**src/rtl/gate_sweep_ctrl.sv**
```systemverilog
// Sweeps the four {a,b} vectors into a 2-input gate, samples its output after a
// settle time and checks it against a truth table, reporting errors and the first bad vector.
module gate_sweep_ctrl #(
    parameter logic [3:0] TRUTH      = 4'b0111,
    parameter int         SETTLE_CYC = 2,
    parameter int         NUM_PASSES = 1,
    parameter int         ERR_W      = 4
) (
    input  logic             clk,
    input  logic             rst_n,
    input  logic             start,
    input  logic             abort,
    input  logic             dut_c,
    output logic             dut_a,
    output logic             dut_b,
    output logic             busy,
    output logic             done,
    output logic             pass_ok,
    output logic [ERR_W-1:0] err_cnt,
    output logic             fail_valid,
    output logic [1:0]       fail_vec
);

    localparam logic [7:0] SETTLE_RELOAD = 8'(SETTLE_CYC - 1);
    localparam logic [7:0] LAST_PASS     = 8'(NUM_PASSES - 1);

    typedef enum logic [1:0] {IDLE, SETTLE, SAMPLE, DONE} state_t;

    state_t           state, state_nx;
    logic [1:0]       vec, vec_nx;
    logic [7:0]       settle_cnt, settle_nx;
    logic [7:0]       pass_cnt, pass_nx;
    logic             a_nx, b_nx;
    logic             pass_ok_nx;
    logic [ERR_W-1:0] err_nx;
    logic             fail_valid_nx;
    logic [1:0]       fail_vec_nx;
    logic             mismatch;

    assign mismatch = (dut_c != TRUTH[{dut_a, dut_b}]);
    assign busy     = (state == SETTLE) || (state == SAMPLE);
    assign done     = (state == DONE);

    always_ff @(posedge clk) begin
        if (!rst_n) begin
            state      <= IDLE;
            vec        <= 2'd0;
            settle_cnt <= 8'd0;
            pass_cnt   <= 8'd0;
            dut_a      <= 1'b0;
            dut_b      <= 1'b0;
            pass_ok    <= 1'b0;
            err_cnt    <= '0;
            fail_valid <= 1'b0;
            fail_vec   <= 2'd0;
        end else begin
            state      <= state_nx;
            vec        <= vec_nx;
            settle_cnt <= settle_nx;
            pass_cnt   <= pass_nx;
            dut_a      <= a_nx;
            dut_b      <= b_nx;
            pass_ok    <= pass_ok_nx;
            err_cnt    <= err_nx;
            fail_valid <= fail_valid_nx;
            fail_vec   <= fail_vec_nx;
        end
    end

    always_comb begin
        state_nx      = state;
        vec_nx        = vec;
        settle_nx     = settle_cnt;
        pass_nx       = pass_cnt;
        a_nx          = dut_a;
        b_nx          = dut_b;
        pass_ok_nx    = pass_ok;
        err_nx        = err_cnt;
        fail_valid_nx = fail_valid;
        fail_vec_nx   = fail_vec;

        case (state)
            IDLE: begin
                if (start && !abort) begin
                    state_nx      = SETTLE;
                    vec_nx        = 2'd0;
                    a_nx          = 1'b0;
                    b_nx          = 1'b0;
                    settle_nx     = SETTLE_RELOAD;
                    pass_nx       = 8'd0;
                    err_nx        = '0;
                    fail_valid_nx = 1'b0;
                    pass_ok_nx    = 1'b0;
                end
            end
            SETTLE: begin
                if (abort) begin
                    state_nx   = IDLE;
                    a_nx       = 1'b0;
                    b_nx       = 1'b0;
                    pass_ok_nx = 1'b0;
                end else if (settle_cnt == 8'd0) begin
                    state_nx = SAMPLE;
                end else begin
                    settle_nx = settle_cnt - 8'd1;
                end
            end
            SAMPLE: begin
                // An abort here throws away this vector's compare result.
                if (abort) begin
                    state_nx   = IDLE;
                    a_nx       = 1'b0;
                    b_nx       = 1'b0;
                    pass_ok_nx = 1'b0;
                end else begin
                    if (mismatch) begin
                        if (err_cnt != '1) begin
                            err_nx = err_cnt + 1'b1;
                        end
                        if (!fail_valid) begin
                            fail_valid_nx = 1'b1;
                            fail_vec_nx   = {dut_a, dut_b};
                        end
                    end
                    settle_nx = SETTLE_RELOAD;
                    if (vec != 2'd3) begin
                        vec_nx       = vec + 2'd1;
                        {a_nx, b_nx} = vec + 2'd1;
                        state_nx     = SETTLE;
                    end else if (pass_cnt < LAST_PASS) begin
                        pass_nx      = pass_cnt + 8'd1;
                        vec_nx       = 2'd0;
                        {a_nx, b_nx} = 2'b00;
                        state_nx     = SETTLE;
                    end else begin
                        {a_nx, b_nx} = 2'b00;
                        state_nx     = DONE;
                        pass_ok_nx   = (err_nx == '0);
                    end
                end
            end
            DONE: begin
                state_nx = IDLE;
                if (abort) begin
                    a_nx       = 1'b0;
                    b_nx       = 1'b0;
                    pass_ok_nx = 1'b0;
                end
            end
            default: state_nx = IDLE;
        endcase
    end

endmodule

```
**config.mk**
```make
export PLATFORM = sky130hd
export DESIGN_NAME = gate_sweep_ctrl
export DESIGN_NICKNAME = d
export VERILOG_FILES = /design/src/rtl/gate_sweep_ctrl.sv
export SDC_FILE = /design/constraint.sdc
export NUM_CORES = 1
export LEC_CHECK = 0
export BUFFER_PORTS_ARGS = -buffer_cell sky130_fd_sc_hd__clkbuf_2
export CORE_MARGIN = 10
export CORE_UTILIZATION = 38
export DETAILED_ROUTE_END_ITERATION = 7
export GPL_TIMING_DRIVEN = 0
export SLEW_MARGIN = 40
export SYNTH_ARGS = -nofsm -noshare
export SYNTH_HDL_FRONTEND = slang
export SYNTH_SLANG_ARGS = --single-unit
```
**constraint.sdc**
```tcl
create_clock -name clk -period 4.75 [get_ports clk]
set_input_delay 0 -clock clk [delete_from_list [all_inputs] [get_ports clk]]
set_output_delay 0 -clock clk [all_outputs]
set_load 0.03 [all_outputs]
```
After elaboration in Yosys (flattened, before gate mapping)
Index checks and enable logic that the tools add are counted.
W data, S select, Z words.
Cells by class
  add/sub/neg operators: 4
  multipliers: 0
  div/mod/pow operators: 0
  $lt $le $gt $ge: 2
  equality and inequality tests: 18
  shift-type cells: 0
  muxes and demuxes: 46
  bitwise operators: 2
  reductions and logical operators: 18
Operators with widths (number)
  $mux W8: 8
  $mux W4: 6
  $pmux W8 S3: 1
  $mux W2: 10
  $pmux W8 S2: 1
  $reduce_and A4 Y1: 4
  $ne A2 B2 Y1 const B: 7
  $mux W1: 12
  $reduce_and A5 Y1: 2
  $pmux W1 S3: 3
  $add A8 B1 Y8 const B: 1
  $logic_not A8 Y1: 1
  $lt A8 B1 Y1 const B: 1
  $pmux W2 S4: 1
  $pmux W4 S2: 1
  $sub A8 B1 Y8 const B: 1
  $ne A3 B3 Y1 const B: 2
  $add A4 B1 Y4 const B: 1
  $eq A2 B2 Y1 const B: 2
  $logic_not A4 Y1: 1
  $ne A2 B1 Y1 const B: 2
  $ne A4 B4 Y1 const B: 1
  $pmux W2 S2: 1
  $reduce_and A2 Y1: 2
  17 further kinds: 18
Storage, ports and cells
  flip-flop bits (word level): 30
  bits in latches: 0
  RAM bits: 0
  memory bits (read-only): 0
  input port bits: 5
  memories: 0

Logic depth before layout (Yosys ltp)
Gate-level depths: netlist of run 1.
  depth after elaboration: 11
  depth in mapped cells: 8
  gate-level depth less buffers: 6

Worst setup path before layout of run 1
No wires, ideal clock.
  path kind: reg2reg
  start point: register state[1]
  end point: register settle_cnt[6]
  setup time: 0.070 ns
  data arrival time: 1.755 ns
  slack: 2.925 ns
  cell stages (with the launch flop): 8
  path buffers: 1
  clock period less this slack: 1.825 ns
  cell sequence: dfxtp_1 inv_1 ha_1 and2_0 a32o_2 buf_6 or4_1 a21oi_1
Between the ends
  longest elaborated chain between the ends: 3
RTL lines
  from (decl): RTL line 29  | state_t state, state_nx;
  from (signal assigned): RTL line 57  | state <= state_nx;
  $eq A2 B1 Y1, or another cell as far along: RTL line 82  | case (state)
  $ne A2 B2 Y1 (no source line) / $reduce_bool A3 Y1 (equally long branches)
  $reduce_and A5 Y1 (no source line)
  to (signal assigned): RTL line 59  | settle_cnt <= settle_nx;
  to (decl): RTL line 31  | logic [7:0] settle_cnt, settle_nx;
Several ways; a longest one is shown, not always the timed one.
A chain may end at the register's enable or synchronous reset.

Worst setup path after layout of run 1
  start point: register state[1]
  end point: register settle_cnt[2]
Same word-level chain as after synthesis.

==> results of run 1 <==
## sequential cells by signal (all words and copies together) (netlist names)
register	flops
settle_cnt	8
err_cnt	4
fail_vec	2
state	2
vec	2
dut_a	1
dut_b	1
fail_valid	1
pass_ok	1
## final cells by class
| type | count | area, um2 | share of cell area (%) |
|---|---|---|---|
| timing repair buffer | 16 | 85.1 | 5.56 |
| buffer | 7 | 47.5 | 3.11 |
| clock buffer | 3 | 22.5 | 1.47 |
| multi-input combinational | 121 | 838 | 54.8 |
| tap | 46 | 57.6 | 3.76 |
| inverter | 10 | 37.5 | 2.45 |
| sequential | 22 | 440 | 28.8 |
## cells by family after synthesis
family / after synthesis
and+or+nand+nor: 65
AOI/OAI and AO/OA: 44
DFF: 22
buffers and inverters: 17
adders and majority gates: 8
muxes: 4
## cells in the mapped netlist (all sizes together), types with 2 or more instances
library cell	n	area [um2]
o221a	2	22.5
o31ai	6	45.0
nand4	2	12.5
o211a	2	20.0
o22ai	2	12.5
and2	2	12.5
a21oi	10	53.8
nor3	5	25.0
nor2	12	45.0
buf	5	40.0
nand3b	2	15.0
nor2b	3	26.3
a2111oi	2	17.5
nand2	9	33.8
a32oi	2	17.5
clkbuf	2	7.51
nor4	2	18.8
o21bai	2	15.0
a31oi	4	25.0
dfxtp	22	440
ha	8	100
o21ai	3	15.0
or4	5	37.5
inv	9	33.8
mux2i	4	40.0
nand3	12	60.1
nand2b	3	18.8
## stage by stage
stage / cell area (um2) / std cells
2_1_floorplan: 1360 / 160
6_report: 1530 / 225
3_5_place_dp: 1500 / 221
4_1_cts: 1530 / 225
5_1_grt: 1530 / 225
3_3_place_gp: 1500 / 221
## path summary, 6_finish.rpt
check	startpoint	endpoint	slack, ns	cells past startpoint
max	state[1]	settle_cnt[2]	2.70	8
min	abort	vec[1]	0.07	4
max reg2reg	state[1]	settle_cnt[2]	2.70	8
min reg2reg	settle_cnt[7]	settle_cnt[7]	0.49	2
## report_power, final
group          internal, uW  total [uW]  switching [uW]
registers               220         254            34.1
clock network          29.7        86.0            56.3
logic                   157         392             235
## per-layer routing
metal / wire length, um / global-route usage [%] / vias up
li1: - / - / 642
met1: 1630 / 13.8 / 598
met2: 1470 / 16.9 / 17
met3: 120 / 2.70 / 5
met4: 51 / 4.05 / 0
met5: 0 / 0 / -
## critical path, stage by stage, from the launching register on
cell and delay [ns]:
dfxtp_1 0.43, inv_1 0.09, ha_1 0.18, buf_2 0.17, a21oi_2 0.13, o21bai_1 0.15, buf_2 0.22, or4_1 0.47
a21oi_1 0.15
==> impl_metrics.json, run 1 <==
{
  "tightest_slew_ns": 0.620,
  "fin_crit_sh_pct": 43.1,
  "ir_drop_v": 0.000233,
  "drv_slew": 0,
  "synth_cells": 160,
  "syn_area_mm2": 0.00136,
  "dieWidth_um": 79.9,
  "synth-xor-area-share_pct": 0,
  "grt_pass1_vias": 1244,
  "place_congestion": 0.825,
  "area_growth_pct": 12.1,
  "post_route_cells_drive_above_1_share_pct": 17.9,
  "final_cell_mix": "22 x dfxtp_1, 15 x clkbuf_2, 12 x nand3_1, 12 x nor2_1",
  "slew_headroom_pct": 58.7,
  "total_power_uw": 732,
  "antenna_found_initial": 0,
  "synth_nets": 173,
  "port_buffers": 15,
  "synth_cell_type_count": 51,
  "p_leak_uw": 0.000647,
  "wl_mm": 3.27,
  "cp-end-kind": "register",
  "finalSetupViolCount": 0,
  "cts_tree": "yes",
  "arrival_ns": 2.30,
  "synth-seq-area-share_pct": 32.3,
  "fin_nets": 194,
  "yosys.area_share.simple_pct": 27.2,
  "synth_edf_count": 0,
  "grt_max_degree": 12,
  "die-height_um": 79.9,
  "worstPathRequired_ns": 5.00,
  "avgRoutedWirePerCell_um": 14.5,
  "clock_latency_ns": 0.31,
  "synth-seq-cells": 22,
  "root_buffer": "clkbuf_4",
  "core_mm2": 0.00339,
  "die-area_mm2": 0.00638,
  "drcViolationCount": 0,
  "cts-hold-fix-buffers": 1,
  "antenna_left": 0,
  "worstPathMaxFanout": 10,
  "rows": 21,
  "first_pass_iters": 4,
  "finalSetupTns_ns": 0,
  "hold_violations": 0,
  "cts_setup_buffers": 0,
  "synth_top_family_by_area": "simple AND/OR/NAND/NOR gates",
  "setup_ws_ns": 2.70,
  "initial_core_util_pct": 40.2,
  "min_path_type": "input pin to register",
  "cts.sinks": 22,
  "grt_usage_pct": 10.8,
  "synthAdderAreaFrac_pct": 7.34,
  "num-fill-cells": 343,
  "synth.avg_cell_area_um2": 8.52,
  "cts-resized-gates": 0,
  "cts_max_path_buffers": 2,
  "dp_hpwl_mm": 2.53,
  "drt_iter0_markers": 74,
  "synth-compound-area-share_pct": 24.0,
  "crit_type": "register to register",
  "antenna_cells": 0,
  "grt_setup_unrepaired": "false",
  "holdWs_ns": 0.0654,
  "cts_inserted_buffers": 3,
  "avgViaCountPerCell": 5.61,
  "fin_crit_ns": 2.05,
  "crit_path_start_kind": "register",
  "max_freq_mhz": 489,
  "ios": 17,
  "clk_pin_slew_ns": 0.12,
  "synth_warnings": 0,
  "synthMuxAreaShare_pct": 2.94,
  "final_common_cell": "dfxtp_1",
  "fin_skew_ns": 0.00347,
  "status": "finished, final reports clean",
  "htree_num_levels": 1,
  "synthArstFlopShare_pct": 0,
  "route.vias.total": 1262,
  "pwr_density_cell_mw_per_mm2": 478,
  "fin_util_pct": 45.1,
  "dpl_worst_slack_ns": 2.75,
  "grt_pass1_wl_mm": 5.75,
  "ys.flop_type": "dfxtp_1",
  "cap_violations": 0,
  "grt_overflow": 0
}
No activity file was read; power rests on OpenSTA's default activity.
==> inputs of run 2 (changes only) <==
Clock period 4.75 ns to 1.7 ns, I/O delays scaled along.
==> impl_metrics.json, run 2 (same netlist as run 1, synthesis figures left out) <==
{
  "grt_usage_pct": 11.8,
  "tightest_slew_ns": 0.503,
  "antenna_cells": 0,
  "area_growth_pct": 33.0,
  "largest_register": "settle_cnt",
  "antenna_left": 0,
  "finalSetupTns_ns": -0.335,
  "root_buffer": "clkbuf_4",
  "first_pass_iters": 4,
  "dpl_worst_slack_ns": -0.181,
  "status": "finished with violations",
  "initial_core_util_pct": 40.2,
  "avgViaCountPerCell": 5.86,
  "fin_skew_ns": 0.00338,
  "dieWidth_um": 79.9,
  "holdWs_ns": 0.114,
  "clock_latency_ns": 0.31,
  "post_route_cells_drive_above_1_share_pct": 38.7,
  "worstPathCellList": "inv_4, ha_4, and2_4, a32o_2, buf_6, buf_2, o31ai_2, a21oi_2",
  "r2r-end": "settle_cnt[7]",
  "worstPathMaxFanout": 6,
  "pwr_density_cell_mw_per_mm2": 1530,
  "crit_path_start_kind": "register",
  "htree_num_levels": 1,
  "min_path_type": "input pin to register",
  "max_freq_mhz": 559,
  "port_buffers": 15,
  "wl_mm": 3.95,
  "route.vias.total": 1406,
  "ir_drop_v": 0.00122,
  "worstReg2RegStart": "state[1]",
  "arrival_ns": 2.00,
  "cap_violations": 0,
  "hold_violations": 0,
  "crit_type": "register to register",
  "dpl-instance-area_mm2": 0.00154,
  "cts.sinks": 22,
  "slew_headroom_pct": 66.5,
  "largest_register_ffs": 8,
  "core_mm2": 0.00339,
  "grt_pass1_vias": 1339,
  "p_leak_uw": 0.000753,
  "worstPathRequired_ns": 1.91,
  "fin_crit_sh_pct": 105,
  "grt_setup_unrepaired": "true",
  "clk_pin_slew_ns": 0.12,
  "die-height_um": 79.9,
  "hold_path_depth": 4,
  "min_to": "vec[0]",
  "antenna_found_initial": 0,
  "grt_pass1_wl_mm": 6.22,
  "grt_max_degree": 13,
  "cts_inserted_buffers": 3,
  "ios": 17,
  "cpMaxStageDelayCell": "dfxtp_4",
  "hp-start": "abort",
  "cts_max_path_buffers": 2,
  "avgRoutedWirePerCell_um": 16.4,
  "drt_iter0_markers": 69,
  "fin_crit_ns": 1.79,
  "r2r_cells": 8,
  "rows": 21,
  "drcViolationCount": 0,
  "dp_hpwl_mm": 2.50,
  "r2r_slack_ns": -0.09,
  "grt_overflow": 0,
  "setup_ws_ns": -0.0903,
  "place_congestion": 0.791,
  "fin_area_mm2": 0.00181,
  "die-area_mm2": 0.00638,
  "final_common_cell": "dfxtp_1",
  "cpPeakStageDelay_ns": 0.41,
  "num-fill-cells": 304,
  "cts_tree": "yes",
  "violations": "negative setup slack",
  "final_cell_mix": "16 x dfxtp_1, 15 x clkbuf_2, 14 x buf_4",
  "drv_slew": 0,
  "cp-end-kind": "register",
  "fin_nets": 208,
  "finalSetupViolCount": 6,
  "fin_util_pct": 53.5,
  "reg_top3": "settle_cnt: 8 flops, err_cnt: 4 flops"
}
## run 2: changes by cell type in the layout (fill, tap and decap cells not counted), moves of 3 or more
cell,before,now
inv_1,9,5
dfxtp_1,22,16
inv_4,0,3
ha_4,0,4
a21oi_1,9,6
ha_1,8,4
dfxtp_2,0,4
buf_4,1,14
## run 2: metrics by stage
step	power (uW)	cells
finish	2780	240
global route	2990	240
CTS	2540	236
detailed placement	1880	221
global placement	1860	221
floorplan	1650	160
## run 2: metal layers
layer	track usage [%]	routed length, um
met1	14.1	1670
met2	19.4	1990
met3	3.60	219
met4	4.05	72
met5	0	0
## run 2: how the worst max path moves through the flow
stage	startpoint	end	slack (ns)	cells past startpoint
6_report	state[1]	settle_cnt[7]	-0.09	8
5_1_grt	state[1]	settle_cnt[7]	-0.15	8
4_1_cts	state[1]	settle_cnt[2]	-0.08	7
3_5_place_dp	state[1]	settle_cnt[1]	-0.18	8
3_3_place_gp	state[0]	settle_cnt[1]	-0.13	8
2_1_floorplan	state[0]	settle_cnt[1]	-0.01	8
## run 2: worst max-delay path: cells and delay by family, from the launching register on
family	cells	cell delay (ns)
compound gates	3	0.62
simple gates	1	0.13
buf+inv	3	0.34
flops	1	0.41
fa+ha+maj	1	0.17
## run 2: final cells by class
| type | count | area, um2 | area share (%) |
|---|---|---|---|
| Sequential cell | 22 | 453 | 25.0 |
| Tap cell | 46 | 57.6 | 3.17 |
| Buffer | 4 | 37.5 | 2.07 |
| Clock buffer | 4 | 36.3 | 2.00 |
| Timing Repair Buffer | 33 | 211 | 11.7 |
| Inverter | 10 | 45.0 | 2.48 |
| Multi-Input combinational cell | 121 | 973 | 53.7 |
## run 2: timing repair
action,4_1_cts,5_1_grt
hold endpoints to repair,1,0
hold buffers,1,0
cloned,1,0
pin swaps,12,8
setup endpoints to repair,14,13
gates resized for setup,18,16
buffers inserted,10,6
## run 2: power breakdown
group	switching, uW	total (uW)	internal [uW]	leakage, uW
Sequential	129	760	631	0.000181
Clock	167	298	131	0.0000210
Combinational	904	1720	818	0.000550
Total	1200	2780	1580	0.000753
